### src/rtl/access_control_pkg.sv
// Shared state encoding and width helpers for the multi-user access controller.
package access_control_pkg;

  typedef enum logic [3:0] {
    ST_IDLE,
    ST_ENTRY,
    ST_FETCH,
    ST_COMPARE,
    ST_DENIED,
    ST_GRANTED,
    ST_CHANGE,
    ST_WRITE,
    ST_LOCKED
  } state_e;

  function automatic int clog2(input int v);
    int r;
    int x;
    r = 0;
    x = 1;
    while (x < v) begin
      x = x * 2;
      r = r + 1;
    end
    return r;
  endfunction

  function automatic int max1(input int v);
    return (v < 1) ? 1 : v;
  endfunction

  function automatic int pw_w(input int digit_w, input int pw_digits);
    return digit_w * pw_digits;
  endfunction

  function automatic int user_w(input int num_users);
    return max1(clog2(num_users));
  endfunction

  function automatic int fail_w(input int max_fails);
    return max1(clog2(max_fails + 1));
  endfunction

  // Down-counter only ever holds LOCK_CYCLES-1 .. 0.
  function automatic int lcnt_w(input int lock_cycles);
    return max1(clog2(lock_cycles));
  endfunction

  function automatic int dcnt_w(input int pw_digits);
    return max1(clog2(pw_digits + 1));
  endfunction

endpackage

### src/rtl/pw_store.sv
// Per-user password register file: synchronous write, registered read
// (data valid the cycle after rd_en), async active-low reset to DEFAULT_PW.
module pw_store
  import access_control_pkg::*;
#(
  parameter int              NUM_USERS  = 4,
  parameter int              PW_W       = 16,
  parameter logic [PW_W-1:0] DEFAULT_PW = 16'h1234,
  localparam int             USER_W     = user_w(NUM_USERS)
) (
  input  logic              clk,
  input  logic              rst,
  input  logic              rd_en,
  input  logic [USER_W-1:0] rd_addr,
  output logic [PW_W-1:0]   rd_dat,
  input  logic              wr_en,
  input  logic [USER_W-1:0] wr_addr,
  input  logic [PW_W-1:0]   wr_dat
);

  logic [PW_W-1:0] mem_q [NUM_USERS];
  logic [PW_W-1:0] mem_d [NUM_USERS];
  logic [PW_W-1:0] rd_q;
  logic [PW_W-1:0] rd_d;

  always_comb begin
    mem_d = mem_q;
    rd_d  = rd_q;
    if (wr_en && (int'(wr_addr) < NUM_USERS)) begin
      mem_d[wr_addr] = wr_dat;
    end
    // Addresses past the populated entries read as zero; the caller rejects them anyway.
    if (rd_en) begin
      rd_d = (int'(rd_addr) < NUM_USERS) ? mem_q[rd_addr] : '0;
    end
  end

  always_ff @(posedge clk or negedge rst) begin
    if (!rst) begin
      for (int i = 0; i < NUM_USERS; i++) begin
        mem_q[i] <= DEFAULT_PW;
      end
      rd_q <= '0;
    end else begin
      mem_q <= mem_d;
      rd_q  <= rd_d;
    end
  end

  assign rd_dat = rd_q;

endmodule

### src/rtl/access_control_multi.sv
// Multi-user digit-serial password checker with lockout and self-service password change.
// Last digit at T -> FETCH T+1 -> COMPARE T+2 -> grant/deny visible from T+3.
module access_control_multi
  import access_control_pkg::*;
#(
  parameter int                            DIGIT_W     = 4,
  parameter int                            PW_DIGITS   = 4,
  parameter int                            NUM_USERS   = 4,
  parameter int                            MAX_FAILS   = 3,
  parameter int                            LOCK_CYCLES = 1000,
  parameter logic [DIGIT_W*PW_DIGITS-1:0]  DEFAULT_PW  = 16'h1234,
  localparam int                           PW_W        = pw_w(DIGIT_W, PW_DIGITS),
  localparam int                           USER_W      = user_w(NUM_USERS),
  localparam int                           FAIL_W      = fail_w(MAX_FAILS)
) (
  input  logic               clk,
  input  logic               rst,
  input  logic [DIGIT_W-1:0] data_in,
  input  logic               data_load,
  input  logic [USER_W-1:0]  user_sel,
  input  logic               change_pw,
  input  logic               logout,
  output logic               access_grant,
  output logic               access_deny,
  output logic               locked,
  output logic [USER_W-1:0]  active_user,
  output logic [FAIL_W-1:0]  fail_count
);

  localparam int                DCNT_W     = dcnt_w(PW_DIGITS);
  localparam int                LCNT_W     = lcnt_w(LOCK_CYCLES);
  localparam logic [DCNT_W-1:0] LAST_DIGIT = DCNT_W'(PW_DIGITS - 1);
  localparam logic [FAIL_W-1:0] FAIL_MAX   = FAIL_W'(MAX_FAILS);
  localparam logic [LCNT_W-1:0] LOCK_LOAD  = LCNT_W'(LOCK_CYCLES - 1);

  state_e            state_q, state_d;
  logic [DCNT_W-1:0] dcnt_q, dcnt_d;
  logic [PW_W-1:0]   entry_q, entry_d;
  logic [USER_W-1:0] user_q, user_d;
  logic [FAIL_W-1:0] fail_q, fail_d;
  logic [LCNT_W-1:0] lcnt_q, lcnt_d;
  logic              deny_q, deny_d;

  logic [PW_W-1:0]   store_rd;
  logic [PW_W-1:0]   shifted;
  logic [FAIL_W-1:0] fail_inc;
  logic              pw_match;
  logic              store_re;
  logic              store_we;

  pw_store #(
    .NUM_USERS  (NUM_USERS),
    .PW_W       (PW_W),
    .DEFAULT_PW (DEFAULT_PW)
  ) u_store (
    .clk     (clk),
    .rst     (rst),
    .rd_en   (store_re),
    .rd_addr (user_q),
    .rd_dat  (store_rd),
    .wr_en   (store_we),
    .wr_addr (user_q),
    .wr_dat  (entry_q)
  );

  always_ff @(posedge clk or negedge rst) begin
    if (!rst) begin
      state_q <= ST_IDLE;
      dcnt_q  <= '0;
      entry_q <= '0;
      user_q  <= '0;
      fail_q  <= '0;
      lcnt_q  <= '0;
      deny_q  <= 1'b0;
    end else begin
      state_q <= state_d;
      dcnt_q  <= dcnt_d;
      entry_q <= entry_d;
      user_q  <= user_d;
      fail_q  <= fail_d;
      lcnt_q  <= lcnt_d;
      deny_q  <= deny_d;
    end
  end

  // First digit ends up most significant once all digits are shifted in.
  assign shifted  = (entry_q << DIGIT_W) | PW_W'(data_in);
  assign pw_match = (int'(user_q) < NUM_USERS) && (store_rd == entry_q);
  assign fail_inc = (fail_q == FAIL_MAX) ? fail_q : fail_q + 1'b1;

  always_comb begin
    state_d = state_q;
    dcnt_d  = dcnt_q;
    entry_d = entry_q;
    user_d  = user_q;
    fail_d  = fail_q;
    lcnt_d  = lcnt_q;
    deny_d  = 1'b0;
    case (state_q)
      ST_IDLE: begin
        if (data_load && !logout) begin
          user_d  = user_sel;
          entry_d = PW_W'(data_in);
          dcnt_d  = DCNT_W'(1);
          state_d = (PW_DIGITS == 1) ? ST_FETCH : ST_ENTRY;
        end
      end
      ST_ENTRY, ST_CHANGE: begin
        if (logout) begin
          dcnt_d  = '0;
          entry_d = '0;
          state_d = ST_IDLE;
        end else if (data_load) begin
          entry_d = shifted;
          if (dcnt_q == LAST_DIGIT) begin
            dcnt_d  = '0;
            state_d = (state_q == ST_ENTRY) ? ST_FETCH : ST_WRITE;
          end else begin
            dcnt_d = dcnt_q + 1'b1;
          end
        end
      end
      ST_FETCH: state_d = ST_COMPARE;
      ST_COMPARE: begin
        dcnt_d = '0;
        if (pw_match) begin
          fail_d  = '0;
          state_d = ST_GRANTED;
        end else begin
          fail_d  = fail_inc;
          deny_d  = 1'b1;
          state_d = (fail_inc == FAIL_MAX) ? ST_LOCKED : ST_DENIED;
          lcnt_d  = LOCK_LOAD;
        end
      end
      ST_DENIED: state_d = ST_IDLE;
      ST_GRANTED: begin
        if (logout) begin
          state_d = ST_IDLE;
        end else if (change_pw) begin
          dcnt_d  = '0;
          entry_d = '0;
          state_d = ST_CHANGE;
        end
      end
      ST_WRITE: state_d = ST_GRANTED;
      ST_LOCKED: begin
        if (lcnt_q == '0) begin
          fail_d  = '0;
          state_d = ST_IDLE;
        end else begin
          lcnt_d = lcnt_q - 1'b1;
        end
      end
      default: state_d = ST_IDLE;
    endcase
  end

  always_comb begin
    access_grant = (state_q == ST_GRANTED) || (state_q == ST_CHANGE) || (state_q == ST_WRITE);
    locked       = (state_q == ST_LOCKED);
    access_deny  = deny_q;
    active_user  = user_q;
    fail_count   = fail_q;
    store_re     = (state_q == ST_FETCH);
    store_we     = (state_q == ST_WRITE);
  end

endmodule
### config.mk
export PLATFORM = sky130hd
export DESIGN_NAME = access_control_multi
export DESIGN_NICKNAME = d
export VERILOG_FILES = /design/src/rtl/access_control_pkg.sv /design/src/rtl/pw_store.sv /design/src/rtl/access_control_multi.sv
export SDC_FILE = /design/constraint.sdc
export NUM_CORES = 1
export LEC_CHECK = 0
export CAP_MARGIN = 25
export CORE_ASPECT_RATIO = 0.9
export CORE_MARGIN = 5
export CORE_UTILIZATION = 61
export CTS_CLUSTER_SIZE = 14
export DETAILED_ROUTE_END_ITERATION = 10
export PLACE_DENSITY_LB_ADDON = 0.08
export SYNTH_ARGS = -nofsm -noshare
export SYNTH_HDL_FRONTEND = slang
export SYNTH_SLANG_ARGS = --single-unit
### constraint.sdc
create_clock -name clk -period 2.3 [get_ports clk]
set_clock_uncertainty 0.2 [all_clocks]
set_input_delay 0.345 -clock clk [delete_from_list [all_inputs] [get_ports clk]]
set_output_delay 0.345 -clock clk [all_outputs]
set_load 0.03 [all_outputs]
Yosys cells after proc, flatten, opt, wreduce, memory -nomap -nowiden
Index checks and enable logic that the tools add are counted.
{"block": "classes", "add_sub_neg": 3, "n_lt_le_gt_ge": 2, "eq_ne": 20, "mux": 39, "bitwise": 2, "reduce_logical": 17}
{"operator": "16-bit 2-to-1 mux", "n": 8}
{"operator": "64-bit bitwise mux", "n": 1}
{"operator": "16-bit one-hot mux with 3 select lines", "n": 1}
{"operator": "4-bit 2-to-1 mux", "n": 9}
{"operator": "16-bit binary-select mux with 2-bit select", "n": 1}
{"operator": "16-bit demux with 2-bit select", "n": 1}
{"operator": "4-bit one-hot mux with 7 select lines", "n": 1}
{"operator": "3-bit 2-to-1 mux", "n": 7}
{"operator": "10-bit 2-to-1 mux", "n": 2}
{"operator": "10-bit one-hot mux with 2 select lines", "n": 1}
{"operator": "16-bit equality test", "n": 1}
{"operator": "16-bit by 4-bit bitwise OR with 16-bit output", "n": 1}
{"operator": "5-bit AND reduction", "n": 3}
{"operator": "4-bit by 3-bit equality test with 1-bit output, second input constant", "n": 3}
{"operator": "3-bit one-hot mux with 4 select lines", "n": 1}
{"operator": "10-bit zero test", "n": 1}
{"operator": "2-bit != test, second input constant", "n": 5}
{"operator": "10-bit by 1-bit subtractor with 10-bit output, second input constant", "n": 1}
{"operator": "3-bit != test, second input constant", "n": 3}
{"operator": "4-bit by 2-bit equality test with 1-bit output, second input constant", "n": 2}
{"operator": "2-bit 2-to-1 mux", "n": 3}
{"operator": "2-bit equality test, second input constant", "n": 2}
{"operator": "4-bit by 1-bit equality test with 1-bit output, second input constant", "n": 1}
{"operator": "4-bit equality test, second input constant", "n": 1}
{"operator": "19 further kinds", "n": 23}
{"block": "totals", "reg_bits": 118, "inputBits": 11, "output_inout_bits": 7, "word_cells": 95}

Logic depth before layout (Yosys ltp)
{"block": "logic_depth", "word_depth": 6, "depth_mapped": 9, "mapped_depth_nobuf": 8}

Cells and area by module
From an unflattened synthesis, not the netlist that was laid out.
{"block": "unflattened", "hier_cells": 488, "area_unflattened_um2": 5704.2}
{"module": "pw_store", "n_inst": 1, "cells_each": 226, "area_each_um2": 3442.1, "seq_area_each_um2": 2026.9}
{"module": "access_control_multi", "n_inst": 1, "cells_each": 262, "area_each_um2": 2262.2, "seq_area_each_um2": 950.9}

Worst setup path before layout
No wires, ideal clock.
{"block": "synth_path", "kind": "register -> register", "startpoint": "register user_q[1], in the netlist active_user[1]", "endpoint": "register u_store.rd_q[10], in the netlist u_store.rd_dat[10]", "setup_ps": 125, "arrival_time_ps": 1795, "required_time_ps": 1975, "slack_ps": 181, "path_stages_with_launch": 5, "n_path_buf": 2, "cell_sequence": "dfrtp_1 > buf_2 > buf_1 > mux4_2 > mux2_2"}
{"block": "synth_between", "elab_chain_len": 4}
{"element": "start: declaration", "line_no": "access_control_multi.sv:39", "rtl": "logic [USER_W-1:0] user_q, user_d;"}
{"element": "start signal: assignment", "line_no": "access_control_multi.sv:79", "rtl": "user_q <= user_d;"}
{"element": "2-bit NOT with 3-bit output (not written as such)", "line_no": "pw_store.sv:34", "rtl": "rd_d = (int'(rd_addr) < NUM_USERS) ? mem_q[rd_addr] : '0;"}
{"element": "16-bit binary-select mux with 2-bit select", "line_no": "pw_store.sv:34"}
{"element": "16-bit 2-to-1 mux (not written as such) (2 in a row)", "line_no": "pw_store.sv:34"}
{"element": "end signal: assignment", "line_no": "pw_store.sv:46", "rtl": "rd_q <= rd_d;"}
{"element": "end: declaration", "line_no": "pw_store.sv:23", "rtl": "logic [PW_W-1:0] rd_q;"}
No other way between the ends. The select of a mux whose other input is x is not followed.
A chain may end at the register's enable or synchronous reset.

Worst setup path after layout
{"block": "layout_path", "startpoint": "register lcnt_q[0]", "endpoint": "register lcnt_q[4]"}
{"block": "layout_between", "elab_chain_len": 3, "elab_cells_between_ends": 6, "classes_between": "1 x add/sub; 1 x eq/ne; 2 x mux; 2 x reduce/logical"}
{"element": "start: declaration", "line_no": "access_control_multi.sv:41", "rtl": "logic [LCNT_W-1:0] lcnt_q, lcnt_d;"}
{"element": "start signal: assignment", "line_no": "access_control_multi.sv:81", "rtl": "lcnt_q <= lcnt_d;"}
{"element": "10-bit by 1-bit subtractor with 10-bit output / 10-bit zero test (equally long branches)", "line_no": "access_control_multi.sv:152, access_control_multi.sv:148"}
{"element": "10-bit 2-to-1 mux / 2-bit != test (equally long branches)"}
{"element": "10-bit one-hot mux with 2 select lines / 3-bit AND reduction (equally long branches)"}
Parallel ways exist; a longest one is shown, timed or not. The select of a mux whose other input is x is not followed.

==> impl_metrics.tcl <==
set metrics [dict create \
    r2r_cells 10 \
    crit_chain "inv_2 -> ha_1 -> or4b_4 -> nor3_4 -> buf_4 -> nor2_4 -> buf_12 -> nand2_1 -> nand2_1 -> a31oi_1" \
    drc 0 \
    async_reset_ff_frac 1.00 \
    synth_edf_count 0 \
    p_clk_frac 0.340 \
    fin_tns_setup_ps 0 \
    totalWireLength_um 12700 \
    dieArea_um2 11300 \
    combPwrFrac 0.319 \
    ys.warnings.count 0 \
    synth_cell_type_count 57 \
    syn_area_um2 5640 \
    dpl-instance-area_um2 6270 \
    cp.depth 10 \
    numPortBuffers 17 \
    dp_cells 606 \
    die_w_um 111 \
    cts_tree "yes" \
    cellPowerDensity_nw_per_um2 1150 \
    synth-seq-area-share 0.528 \
    first_iter_violations 270 \
    avgSynthCellArea_um2 12.7 \
    status "finished, final reports clean" \
    period_minus_slack_ps 2260 \
    slew_violations 0 \
    cts_inserted_buffers 17 \
    clk_latency_ps 520 \
    ys_seq_elements 118 \
    total_leakage_power_nw 3.18 \
    clkTransAtPathRegs_ps 50 \
    hold_class "in2reg" \
    cts_sinks 118 \
    maxSlewHeadroom 0.586 \
    path_max_fanout 5 \
    worst_slew_pin_slew_ps 620 \
    diodes 0 \
    grt_pass1_vias 3975 \
    cp_slowest_stage_delay_ps 490 \
    ys.flop_type "dfrtp_1" \
    fin_util 0.775 \
    grt_usage 0.241 \
    gr-total-overflow 0 \
    syn_nets 458 \
    post_drt_wl_per_cell_um 19.5 \
    sw_frac_of_total 0.317 \
    cp_slowest_cell "or4b_4" \
    hpwl_um 7760 \
    grt_max_degree 119 \
    antenna_found_initial 0 \
    grt_pass1_wl_um 20800 \
    gp_congestion 0.804 \
    finalInstanceArea_um2 7040 \
    whs_ps 190 \
    period_share 0.982 \
    worst_path_most_repeated_cell "nand2_1" \
    ir_worst_vdd_mv 0.741 \
    crit_type "reg2reg" \
    startpoint_type "flip-flop" \
    cpLargestDelayFamily "simple AND/OR/NAND/NOR gates" \
    hold_violations 0 \
    cts.path.max_buffers 2 \
    maxCapViolCount 0 \
    via_count 3842 \
    crit_end "lcnt_q[4]$_DFFE_PN0P_" \
    drt-pass1-iter-count 5 \
    root_buffer "clkbuf_8" \
    worstSetupEndpointType "flip-flop" \
    fp.dieH_um 101 \
    setup_violations 0 \
    fin_nets 528 \
    row_count 33 \
    ff2ff_setup_slack_ps 40 \
    core_um2 9080 \
    h-tree-depth 4 \
    layout-drive-gt1-share 0.457 \
    via_per_inst 5.92 \
    power.switching_mw 2.56 \
    instances_no_fill 649 \
    initial_core_util 0.621 \
    cp.required_ps 2540 \
    seq_power_share 0.342 \
    arrival_ps 2500 \
    worstReg2RegStart "lcnt_q[0]$_DFFE_PN0P_" \
    synth_cells 444 \
    cp_num_buf_inv 3 \
    ioPinCount 18 \
    p_int_mw 5.53 \
    maxClockFrequency_mhz 443 \
    reg2reg_to "lcnt_q[4]$_DFFE_PN0P_" \
    syn_to_final_growth_pct 24.9 \
    ant_nets 0 \
    crit_path_start "lcnt_q[0]$_DFFE_PN0P_" \
]
through the flow:
step                power, mW  setup slack, ps
CTS                      8.07             60.3
finish                   8.09             40.7
global route             8.53            -68.4
floorplan                4.29              181
detailed placement       5.26             58.0
global placement         5.19              105
registers in the layout, summed over array words and instances, names as in the netlist:
name and flops:
state_q 4, lcnt_q 10, access_deny 1, dcnt_q 3
fail_count 2, entry_q 16, u_store.rd_dat 16, u_store.mem_q 64
active_user 2
power by group through the flow:
stage / Sequential (mW) / Clock [mW] / Combinational [mW]
global route: 2.81 / 2.91 / 2.81
detailed placement: 2.78 / 0 / 2.48
CTS: 2.76 / 2.79 / 2.52
floorplan: 2.83 / 0 / 1.46
global placement: 2.76 / 0 / 2.43
finish: 2.77 / 2.75 / 2.58
how the worst min path moves through the flow:
stage,slack [ps],cells past startpoint,to,from
2_1_floorplan,-150,0,access_deny$_DFF_PN0_,rst
3_3_place_gp,260,1,dcnt_q[2]$_DFFE_PN0P_,dcnt_q[2]$_DFFE_PN0P_
3_5_place_dp,270,1,dcnt_q[2]$_DFFE_PN0P_,dcnt_q[2]$_DFFE_PN0P_
4_1_cts,160,3,entry_q[3]$_DFFE_PN0P_,data_in[3]
5_1_grt,160,3,entry_q[3]$_DFFE_PN0P_,data_in[3]
6_report,190,3,entry_q[3]$_DFFE_PN0P_,data_in[3]
synth_stat cells, types with 5 or more instances:
cell type | number | area share
a21oi_1 | 12 | 0.011
a31oi_1 | 6 | 0.0067
buf_2 | 12 | 0.011
buf_4 | 7 | 0.0093
dfrtp_1 | 98 | 0.44
dfstp_2 | 20 | 0.093
inv_1 | 5 | 0.0033
mux2_2 | 81 | 0.16
mux4_2 | 16 | 0.064
nand2_1 | 53 | 0.035
nand2b_1 | 5 | 0.0055
nand4_1 | 6 | 0.0067
nor2_1 | 13 | 0.0087
o21ai_0 | 20 | 0.018
o21ai_1 | 6 | 0.0053
xnor2_1 | 16 | 0.025
layout by cell type (no fill, tap or decap), drive strengths merged, types with 4 or more instances in the layout:
cell type,synthesis,final
nor3,5,5
o21ai,27,27
nand3b,4,4
nand2b,6,6
bufinv,0,4
mux2,83,83
xnor2,16,16
buf,20,59
dfstp,20,20
clkinv,0,4
a21oi,13,13
nor4,5,5
dfrtp,98,98
nand4,6,6
nor2,17,17
nand2,53,54
mux4,16,16
a31oi,6,6
inv,6,6
clkdlybuf4s50,0,12
clkbuf,3,23
cells by family after synthesis:
family / synth area share
DFF: 0.528
AOI/OAI and AO/OA: 0.0648
xor gates and xnor gates: 0.0249
buffers and inverters: 0.0269
and+or+nand+nor: 0.117
muxes: 0.232
adders and majority gates: 0.00666
what timing repair did:
item / CTS / global route
cloned: 0 / 1
hold buffers: 1 / 0
setup endpoints to repair: 3 / 9
endpoints found under the hold margin: 98 / 0
buffers inserted: 0 / 9
resized for setup: 4 / 17
pin swaps: 0 / 7
routing by layer:
layer	global-route usage	vias to the layer above	share of wire
met2	0.374	98	0.49
met5	0	-	0
met4	0.0814	0	0.017
met3	0.0693	18	0.048
li1	-	1752	-
met1	0.332	1974	0.45
worst min-delay path: stages:
cell             delay [ps]
clkdlybuf4s50_1         390
nand2_1                  60
o21ai_0                  70
area by class of cell:
| cell class | instances | area [µm²] |
|---|---|---|
| Inverter | 6 | 22.5 |
| Fill cell | 552 | 2050 |
| Clock inverter | 9 | 148 |
| Clock buffer | 23 | 477 |
| Tap cell | 122 | 153 |
| Timing Repair Buffer | 73 | 688 |
| Multi-Input combinational cell | 298 | 2570 |
| Sequential cell | 118 | 2980 |
No activity file was read; power rests on OpenSTA's default activity.
